<file path="src/rtl/fg_param_controller.sv">
// Function-generator front panel: turns five debounced buttons into
// registered mode, waveform, level, duty and frequency settings.
module fg_param_controller #(
    parameter int VSTEP         = 124,
    parameter int VMAX          = 4092,
    parameter int FREQ_MIN      = 1,
    parameter int FREQ_MAX      = 8999,
    parameter int REPEAT_DELAY  = 25000000,
    parameter int REPEAT_PERIOD = 5000000
) (
    input  logic        sysClk,
    input  logic        rstN,
    input  logic        btnUp,
    input  logic        btnDown,
    input  logic        btnLeft,
    input  logic        btnRight,
    input  logic        btnCenter,
    output logic [2:0]  mode,
    output logic [1:0]  waveform,
    output logic [11:0] minimum,
    output logic [11:0] maximum,
    output logic [6:0]  duty,
    output logic [16:0] frequency,
    output logic        paramChanged
);

    typedef enum logic [1:0] {S_IDLE, S_HOLD, S_REPEAT} state_t;

    localparam int CW = $clog2((REPEAT_DELAY > REPEAT_PERIOD ?
                                REPEAT_DELAY : REPEAT_PERIOD) + 1);
    localparam logic [CW-1:0] DLY_END = CW'(REPEAT_DELAY - 1);
    localparam logic [CW-1:0] PER_END = CW'(REPEAT_PERIOD - 1);
    localparam logic [12:0]   STEP    = 13'(VSTEP);
    localparam logic [12:0]   LMAX    = 13'(VMAX);
    localparam logic [16:0]   FMIN    = 17'(FREQ_MIN);
    localparam logic [16:0]   FMAX    = 17'(FREQ_MAX);

    state_t        r_state;
    logic [4:0]    r_prev;
    logic [4:0]    r_held;
    logic          r_rep;
    logic [CW-1:0] r_cnt;
    logic [2:0]    r_mode;
    logic [1:0]    r_wf;
    logic [11:0]   r_min;
    logic [11:0]   r_max;
    logic [6:0]    r_duty;
    logic [16:0]   r_freq;
    logic          r_chg;

    logic [4:0]  w_btn;
    logic [4:0]  w_press;
    logic        w_single;
    logic        w_heldOn;
    logic [4:0]  w_act;
    logic [2:0]  w_fwd;
    logic [2:0]  w_bwd;
    logic [12:0] w_min13;
    logic [12:0] w_max13;
    logic [12:0] w_upMin;
    logic [12:0] w_upMax;
    logic [11:0] w_sMin;
    logic [11:0] w_sMax;
    logic [6:0]  w_sDuty;
    logic [16:0] w_sFreq;
    logic [2:0]  w_nMode;
    logic [1:0]  w_nWf;
    logic [11:0] w_nMin;
    logic [11:0] w_nMax;
    logic [6:0]  w_nDuty;
    logic [16:0] w_nFreq;
    logic        w_chg;

    assign w_btn    = {btnCenter, btnRight, btnLeft, btnDown, btnUp};
    assign w_press  = w_btn & ~r_prev;
    assign w_single = (w_press != 5'd0) &&
                      ((w_press & (w_press - 5'd1)) == 5'd0);
    assign w_heldOn = |(w_btn & r_held);
    assign w_min13  = {1'b0, r_min};
    assign w_max13  = {1'b0, r_max};
    assign w_upMin  = w_min13 + STEP;
    assign w_upMax  = w_max13 + STEP;

    // One-hot action for this cycle: a fresh single press or a repeat tick
    always_comb begin
        w_act = 5'd0;
        unique case (r_state)
            S_IDLE:   if (w_single) w_act = w_press;
            S_HOLD:   if (r_rep && w_heldOn && r_cnt == DLY_END) w_act = r_held;
            S_REPEAT: if (w_heldOn && r_cnt == PER_END) w_act = r_held;
            default:  w_act = 5'd0;
        endcase
    end

    always_comb begin
        w_fwd = 3'b000;
        w_bwd = 3'b000;
        unique case (r_mode)
            3'b000: begin w_fwd = 3'b001; w_bwd = 3'b111; end
            3'b001: begin w_fwd = 3'b010; w_bwd = 3'b000; end
            3'b010: begin w_fwd = 3'b011; w_bwd = 3'b001; end
            3'b011: begin
                w_fwd = (r_wf == 2'd1) ? 3'b110 : 3'b111;
                w_bwd = 3'b010;
            end
            3'b110: begin w_fwd = 3'b111; w_bwd = 3'b011; end
            3'b111: begin
                w_fwd = 3'b000;
                w_bwd = (r_wf == 2'd1) ? 3'b110 : 3'b011;
            end
            default: begin w_fwd = 3'b000; w_bwd = 3'b000; end
        endcase
    end

    // Saturating up/down step for the current mode; direction from w_act[0]
    always_comb begin
        w_sMin  = r_min;
        w_sMax  = r_max;
        w_sDuty = r_duty;
        w_sFreq = r_freq;
        unique case (r_mode)
            3'b000, 3'b010: begin
                if (w_act[0])
                    w_sMax = (w_upMax > LMAX) ? LMAX[11:0] : w_upMax[11:0];
                else
                    w_sMax = (w_max13 >= w_upMin) ? 12'(w_max13 - STEP) : r_min;
            end
            3'b001: begin
                if (w_act[0])
                    w_sMin = (w_upMin > w_max13) ? r_max : w_upMin[11:0];
                else
                    w_sMin = (w_min13 >= STEP) ? 12'(w_min13 - STEP) : 12'd0;
            end
            3'b111: begin
                if (w_act[0]) begin
                    if (w_upMax <= LMAX) begin
                        w_sMin = w_upMin[11:0];
                        w_sMax = w_upMax[11:0];
                    end
                end else if (w_min13 >= STEP) begin
                    w_sMin = 12'(w_min13 - STEP);
                    w_sMax = 12'(w_max13 - STEP);
                end
            end
            3'b011: begin
                if (w_act[0])
                    w_sFreq = (r_freq >= FMAX) ? FMAX : r_freq + 17'd1;
                else
                    w_sFreq = (r_freq <= FMIN) ? FMIN : r_freq - 17'd1;
            end
            3'b110: begin
                if (w_act[0])
                    w_sDuty = (r_duty >= 7'd99) ? 7'd99 : r_duty + 7'd1;
                else
                    w_sDuty = (r_duty <= 7'd1) ? 7'd1 : r_duty - 7'd1;
            end
            default: w_sMin = r_min;
        endcase
    end

    always_comb begin
        w_nMode = r_mode;
        w_nWf   = r_wf;
        w_nMin  = r_min;
        w_nMax  = r_max;
        w_nDuty = r_duty;
        w_nFreq = r_freq;
        unique case (1'b1)
            w_act[0], w_act[1]: begin
                w_nMin  = w_sMin;
                w_nMax  = w_sMax;
                w_nDuty = w_sDuty;
                w_nFreq = w_sFreq;
            end
            w_act[2]: w_nMode = w_bwd;
            w_act[3]: w_nMode = w_fwd;
            w_act[4]: begin
                w_nWf = r_wf + 2'd1;
                if (w_nWf != 2'd1 && r_mode == 3'b110) w_nMode = 3'b000;
            end
            default: w_nMode = r_mode;
        endcase
    end

    assign w_chg = (w_nMode != r_mode) || (w_nWf != r_wf) ||
                   (w_nMin != r_min) || (w_nMax != r_max) ||
                   (w_nDuty != r_duty) || (w_nFreq != r_freq);

    // r_prev resets high so a button held across reset is not a press
    always_ff @(posedge sysClk or negedge rstN) begin
        if (!rstN) begin
            r_state <= S_IDLE;
            r_prev  <= 5'b11111;
            r_held  <= 5'd0;
            r_rep   <= 1'b0;
            r_cnt   <= '0;
            r_mode  <= 3'b000;
            r_wf    <= 2'd0;
            r_min   <= 12'd0;
            r_max   <= LMAX[11:0];
            r_duty  <= 7'd50;
            r_freq  <= 17'd1000;
            r_chg   <= 1'b0;
        end else begin
            r_prev <= w_btn;
            r_mode <= w_nMode;
            r_wf   <= w_nWf;
            r_min  <= w_nMin;
            r_max  <= w_nMax;
            r_duty <= w_nDuty;
            r_freq <= w_nFreq;
            r_chg  <= w_chg;
            unique case (r_state)
                S_IDLE: begin
                    if (w_single) begin
                        r_state <= S_HOLD;
                        r_held  <= w_press;
                        r_rep   <= w_press[0] | w_press[1];
                        r_cnt   <= '0;
                    end
                end
                S_HOLD: begin
                    if (!w_heldOn) begin
                        r_state <= S_IDLE;
                    end else if (r_rep) begin
                        if (r_cnt == DLY_END) begin
                            r_cnt   <= '0;
                            r_state <= S_REPEAT;
                        end else begin
                            r_cnt <= r_cnt + CW'(1);
                        end
                    end
                end
                S_REPEAT: begin
                    if (!w_heldOn)
                        r_state <= S_IDLE;
                    else if (r_cnt == PER_END)
                        r_cnt <= '0;
                    else
                        r_cnt <= r_cnt + CW'(1);
                end
                default: r_state <= S_IDLE;
            endcase
        end
    end

    assign mode         = r_mode;
    assign waveform     = r_wf;
    assign minimum      = r_min;
    assign maximum      = r_max;
    assign duty         = r_duty;
    assign frequency    = r_freq;
    assign paramChanged = r_chg;

endmodule
</file>
<file path="config.mk">
export PLATFORM = sky130hd
export DESIGN_NAME = fg_param_controller
export DESIGN_NICKNAME = d
export VERILOG_FILES = /design/src/rtl/fg_param_controller.sv
export SDC_FILE = /design/constraint.sdc
export NUM_CORES = 1
export LEC_CHECK = 0
export BUFFER_PORTS_ARGS = -buffer_cell sky130_fd_sc_hd__buf_2
export CAP_MARGIN = 20
export CORE_MARGIN = 1.5
export CORE_UTILIZATION = 56
export CTS_CLUSTER_DIAMETER = 40
export DETAILED_ROUTE_END_ITERATION = 8
export PLACE_DENSITY = 0.75
export SYNTH_ARGS = -nofsm -noshare
export SYNTH_HDL_FRONTEND = slang
export SYNTH_SLANG_ARGS = --single-unit
</file>
<file path="constraint.sdc">
create_clock -name sysClk -period 6.2 [get_ports sysClk]
set_clock_uncertainty 0.2 [all_clocks]
set_input_delay 1.24 -clock sysClk [delete_from_list [all_inputs] [get_ports sysClk]]
set_output_delay 1.24 -clock sysClk [all_outputs]
set_load 0.05 [all_outputs]
</file>
==> results of run 1 <==
[power groups by stage]
stage               registers (mW)  logic (mW)  clock network (mW)
floorplan                     1.19        1.77                   0
global placement              1.07        2.58                   0
detailed placement            1.07        2.58                   0
CTS                           1.06        2.60               0.610
global route                  1.10        2.91               0.635
finish                        1.07        2.68               0.602
[worst max-delay path by stage]
stage	startpoint	end	slack, ns	depth (start not counted)
after CTS	minimum[2]	paramChanged	0.84	19
after global placement	minimum[2]	paramChanged	1.00	19
after floorplan	minimum[2]	paramChanged	1.25	22
after detailed placement	minimum[2]	paramChanged	0.85	19
final	minimum[2]	paramChanged	0.67	19
after global routing	minimum[2]	paramChanged	0.27	19
[metrics by stage]
stage	hold WS, ns	power [mW]	setup WS, ns	util (%)
6_report	0.3190	4.356	0.6692	62.60
5_1_grt	0.3662	4.642	0.2677	62.60
4_1_cts	0.3161	4.267	0.8428	62.60
3_5_place_dp	0.3007	3.650	0.8528	60.59
3_3_place_gp	0.2972	3.648	1.001	60.59
2_1_floorplan	0.2743	2.967	1.246	-
[metal layers]
metal  global-route usage (%)  share of wire (%)  routed length [um]
met1                    52.35                 41               12660
met4                    16.52                4.6                1394
met5                        0                  0                   0
met3                    7.514                 11                3227
met2                    54.88                 43               13220
[cells by family (layout without fill, tap and decap cells)]
group | after synthesis | count (layout)
xor gates and xnor gates | 57 | 57
DFF | 92 | 92
adders and majority gates | 31 | 31
AOI/OAI and AO/OA | 377 | 377
and+or+nand+nor | 521 | 521
muxes | 7 | 7
buffers and inverters | 114 | 133
[state kept, by name (all words and copies together), names as in the netlist]
register	cells
r_cnt	25
frequency	17
maximum	12
minimum	12
duty	7
r_held	5
r_prev	5
mode	3
r_state	2
waveform	2
paramChanged	1
r_rep	1
[worst min-delay path, delay by kind of cell (launching register included)]
kind / cells / cell delay [ns]
and+or+nand+nor: 1 / 0.06
DFF: 1 / 0.37
AOI/OAI and AO/OA: 1 / 0.06
[placed cells by master (no fill, tap or decap), types with 23 or more instances in the layout]
cell	instances
nor3_1	40
dfstp_2	24
inv_1	34
buf_2	59
ha_1	31
a21oi_1	87
o21ai_0	89
and3_1	23
dfrtp_1	68
nand2_1	141
nor2_1	113
xnor2_1	36
nand3_1	57
nand4_1	26
[final cells by class]
class | instances | area [um^2]
repair buffers | 79 | 445.4
flip-flops and latches | 92 | 2332
well taps | 211 | 264.0
fillers | 1427 | 5748
clock buffers | 11 | 242.7
multi-input cells | 993 | 6128
inverters | 38 | 142.6
clock inverters | 5 | 67.56
==> metrics.txt, run 1 <==
Synth Area in Simple Gates between 20% and 30%; DP Wirelength approximately 22000 um; Pint 1.941 mW; R2R cell count 19; DIE AREA 16700 um^2; complex-gate fraction of the synthesized area approximately 29%; Mapped Area 8922 um^2; Core Rows 45; clock sinks just over 90; detailed-route via count 9834; CP arrival between 5 and 6 ns; max incr delay on CP 0.69 ns; Post-CTS Setup Inserts 0; Critical R2R Launch minimum[2]; Initial Util about 58%; drt pass-1 iters 6; Final Cycle Share between 80% and 90%; Hold Path Origin r_cnt[1]; post-route design area about 9600 um^2; diode count 0; Die Ht around 130 um; number of distinct library cells after synthesis between 90 and 100; Sw Share 55.45%; largest net degree at the start of global routing 57; WHS Endpoint r_cnt[1]; Buffers on Ports 60; startpoint type of the worst setup path register; drt total wl a little over 30000 um; CP max stage cell o21a_1; Synth Register Bits 92; worst slew pin tran 1.140 ns; die width between 100 and 150 um; dpl cells 1413; overall routing resource usage 37.12%; Leak about 3.9 nW; Setup crit end kind register; Post-CTS Hold Buffers 0; post-synth top area share 19.07%; grt ovf 0; Final Hold Fails 0; setup TNS 0 ns; FF-to-FF setup slack 0.67 ns; most instantiated library cell after synthesis nand2_1; Slew headroom between 20% and 30%; combinational power share between 60% and 70%; clock root buffer clkbuf_16; minimum clock period ~5.5 ns; post-synthesis adder-cell area fraction ~4.3%; vias in the first global route around 8700; core footprint about 15000 um^2; Post-DP Area slightly above 9000 um^2; Peak supply drop around 0.23 mV; ranking of synthesized cells by area dfrtp_1, dfstp_2, nand2_1; Final #Nets 1251; initial antenna violation count 0; antenna viol nets, final 0; area delta synth->final 7.853%; Sw Pwr between 2 and 2.5 mW; Slew Viols, Final 0; kind of critical path register to register; main combinational cell family by area after synthesis simple AND/OR/NAND/NOR gates; Final Non-Filler Cells 1429; routability cong. 1.106; RSZ-0062 raised after global routing false; WL per Instance 21.34 um; hold path depth 2; Clock Power Share around 14%; post-synthesis sequential area ratio a little over a quarter; Max Cap Viol 0; Synth area leader dfrtp_1; I/O Pins between 60 and 70; XOR/XNOR Fraction of Synth Area under 10%; H-tree levels 3; RR Endpoint paramChanged; final setup violation count 0; Yosys warning total 0; crit-path leading delay family simple AND/OR/NAND/NOR gates; Reg clk slew, reported paths 0.08 ns; status finished, final reports clean; clk buf depth 2; highest clock rate between 0.15 and 0.2 GHz; Avg Cell Area, Syn 7.441 um^2; top_reg_cell synth dfrtp_1; TritonCTS Buffers 9; share of layout cells above drive strength 1 12.07%; commonest cells in the netlist nand2_1, nor2_1, o21ai_0; worst path cell trace inv_1 > ha_1 > or3b_2 > nor2_1 > nor2_1 > nand3_1 > xnor2_1 > ha_1 > nand3_1 > o311ai_0 > o21a_1 > a32oi_1 > nor3b_1 > nand3_1 > nand4_1 > nor4_1 > nand4_1 > nor4_1 > nand4_1; Async S/R FF share, synth 100.0%; Clock Latency Late Sink about 0.36 ns; post-synthesis mux area share less than 1%; first-pass GRT wire length 48510 um; Gate Count Post-Synth roughly 1200; vias per cell 6.882; worst min path class register to register; Flop pwr share 24.6%; initial drt markers between 1000 and 1500; Worst Path Buf+Inv 1; CTS tree yes; critical-path maximum fanout 19; Synth Net Count 1237; CP required 6.24 ns; post_cts resized 0; Power Density ~450 nW/um^2; Remaining DRCs 0; EDFF count, synth 0
Power figures use the tool's default switching activity.
==> inputs of run 2 (changes only) <==
--- a/config.mk
+++ b/config.mk
@@ -11,7 +11,7 @@
 export CORE_UTILIZATION = 56
 export CTS_CLUSTER_DIAMETER = 40
 export DETAILED_ROUTE_END_ITERATION = 8
-export PLACE_DENSITY = 0.75
+export PLACE_DENSITY = 0.76
 export SYNTH_ARGS = -nofsm -noshare
 export SYNTH_HDL_FRONTEND = slang
 export SYNTH_SLANG_ARGS = --single-unit
==> run 2 against run 1 <==
Effect of this change: non-clock buffer count stayed put; flip-flop and latch count stayed put; sequential share of layout area hardly changed; worst setup slack worse by 0.21 ns; count of clock-buffer cells in the layout stayed put; critical endpoint unchanged; worst hold slack better by 0.0077 ns; fmax is 3.6% lower; die area stayed put; clock power is 5.0% lower.
==> metrics.txt, run 2 (synthesis gave the netlist of run 1 again) <==
status finished, final reports clean (unchanged); TritonCTS Buffers 9 (unchanged); final setup violation count 0 (unchanged); largest net degree at the start of global routing 58 (was 57); worst path cell trace inv_1 > ha_1 > or3b_2 > nor2_1 > nor2_1 > nand3_1 > xnor2_1 > ha_1 > nand3_1 > o311ai_0 > o21a_1 > nand2_1 > a31oi_1 > nor2b_1 > a311oi_1 > and4b_1 > nand4_1 > nor4_1 > nand4_1 (was inv_1 > ha_1 > or3b_2 > nor2_1 > nor2_1 > nand3_1 > xnor2_1 > ha_1 > nand3_1 > o311ai_0 > o21a_1 > a32oi_1 > nor3b_1 > nand3_1 > nand4_1 > nor4_1 > nand4_1 > nor4_1 > nand4_1); core footprint 15370 um^2 (unchanged); post_cts resized 0 (unchanged); Largest register FFs 25 (unchanged); Die Ht 129.2 um (unchanged); met1 Usage GRT 53.40% (was 52.35%); initial antenna violation count 0 (unchanged); Clock Latency Late Sink 0.36 ns (about the same); critical-path maximum fanout 19 (unchanged); Power Density 449.1 nW/um^2 (was 452.7 nW/um^2); Max Cap Viol 0 (unchanged); drt pass-1 iters 7 (was 6); DP Wirelength 22440 um (was 22100 um); Pint 1.920 mW (was 1.941 mW); startpoint type of the worst setup path register (unchanged); commonest non-fill, non-tap cell in the layout nand2_1 (unchanged); Setup crit end kind register (unchanged); Clock Power Share 13.2% (was 13.8%); Leak 3.883 nW (was 3.893 nW); Top reg by flops r_cnt (unchanged); highest clock rate 0.1743 GHz (was 0.1808 GHz); Core Rows 45 (unchanged); Hold Path Origin r_cnt[1] (unchanged); Sw Share 55.56% (was 55.45%); drt total wl 30720 um (was 30500 um); Initial Util 58.05% (unchanged); setup TNS 0 ns (unchanged); DIE AREA 16700 um^2 (unchanged); max incr delay on CP 0.70 ns (was 0.69 ns); vias per cell 6.798 (was 6.882); Flop pwr share 25.0% (was 24.6%); diode count 0 (unchanged); Worst Path Buf+Inv 1 (unchanged); Peak supply drop 0.3205 mV (was 0.2267 mV); minimum clock period 5.737 ns (was 5.531 ns); area delta synth->final 7.797% (was 7.853%); Critical R2R Launch minimum[2] (unchanged); clock root buffer clkbuf_16 (unchanged); R2R cell count 19 (unchanged); Final #Nets 1251 (unchanged); share of layout cells above drive strength 1 11.99% (was 12.07%); die width 129.2 um (unchanged); most frequent cells in the layout nand2_1, nor2_1, o21ai_0 (unchanged); Final Hold Fails 0 (unchanged); hold path depth 2 (unchanged); CP required 6.22 ns (was 6.24 ns); Slew headroom 32.16% (was 23.65%); GRT Max-Usage Layer met2 (unchanged); CP max stage cell o21a_1 (unchanged); CP arrival 5.76 ns (was 5.57 ns); Remaining DRCs 0 (unchanged); initial drt markers 1142 (was 1326); H-tree levels 3 (unchanged); Post-CTS Setup Inserts 0 (unchanged); clock sinks 92 (unchanged); worst slew pin tran 1.014 ns (was 1.140 ns); antenna viol nets, final 0 (unchanged); overall routing resource usage 37.51% (was 37.12%); FF-to-FF setup slack 0.46 ns (was 0.67 ns); WHS Endpoint r_cnt[1] (unchanged); detailed-route via count 9714 (was 9834); Slew Viols, Final 0 (unchanged); clk buf depth 2 (unchanged); grt met2 use 56.38% (was 54.88%); first-pass GRT wire length 48580 um (was 48510 um); Buffers on Ports 60 (unchanged); RR Endpoint paramChanged (unchanged); Reg clk slew, reported paths 0.07 ns (was 0.08 ns); RSZ-0062 raised after global routing false (unchanged); grt ovf 0 (unchanged); routability cong. 1.075 (was 1.106); Post-CTS Hold Buffers 0 (unchanged); worst min path class register to register (unchanged); I/O Pins 61 (unchanged); vias in the first global route 8626 (was 8732); kind of critical path register to register (unchanged); combinational power share 61.8% (was 61.6%); CTS tree yes (unchanged); Final Cycle Share 92.54% (was 89.21%); crit-path leading delay family simple AND/OR/NAND/NOR gates (unchanged); Finished Core Util 62.57% (was 62.60%); Sw Pwr 2.400 mW (was 2.415 mW); WL per Instance 21.50 um (was 21.34 um); grt met3 use 5.945% (was 7.514%)
-- run 2: per-layer routing --
metal | part of all wire, % | vias up
li1 | - | 4498
met1 | 41 | 4490
met2 | 44 | 633
met3 | 10 | 93
met4 | 4.1 | 0
met5 | 0 | -
-- run 2: how the worst max path moves through the flow --
stage                from      endpoint  slack, ns  depth (start not counted)
4_1_cts        minimum[2]  paramChanged       0.60                         18
3_3_place_gp   minimum[2]  paramChanged       0.66                         19
3_5_place_dp   minimum[2]  paramChanged       0.68                         21
2_1_floorplan  minimum[2]  paramChanged       1.25                         22
5_1_grt        minimum[2]  paramChanged       0.07                         18
6_report       minimum[2]  paramChanged       0.46                         19
-- run 2: layout make-up --
cell class,instances,area [um^2]
multi-input cells,993,6128
fillers,1422,5753
flip-flops and latches,92,2332
repair buffers,79,455.4
well taps,211,264.0
clock buffers,11,232.7
inverters,38,142.6
clock inverters,5,62.56
-- run 2: worst register-to-register path, delay by kind of cell (launching register included) --
kind,cells,cell delay (ns)
adder cells (fa/ha/maj),2,0.56
flip-flops,1,0.50
XOR/XNOR,1,0.11
AO/OA/AOI/OAI,4,1.85
buffers and inverters,1,0.27
AND/OR/NAND/NOR,11,2.13
-- run 2: power groups by stage --
stage	Clock, mW	Sequential, mW	Combinational (mW)
final	0.572	1.08	2.67
after global routing	0.602	1.10	2.88
after CTS	0.584	1.06	2.59
after detailed placement	0	1.07	2.58
after global placement	0	1.07	2.58
after floorplan	0	1.19	1.77
-- run 2: through the flow --
| step | power (mW) | area [um^2] | worst slack [ns] | hold WS (ns) | instances |
|---|---|---|---|---|---|
| finish | 4.320 | 9618 | 0.4625 | 0.3267 | 1429 |
| global route | 4.578 | 9618 | 0.06668 | 0.3408 | 1429 |
| global placement | 3.649 | 9318 | 0.6595 | 0.2926 | 1412 |
| floorplan | 2.967 | 8922 | 1.246 | 0.2743 | 1199 |
| detailed placement | 3.656 | 9318 | 0.6762 | 0.3059 | 1412 |
| CTS | 4.242 | 9613 | 0.5988 | 0.3203 | 1428 |
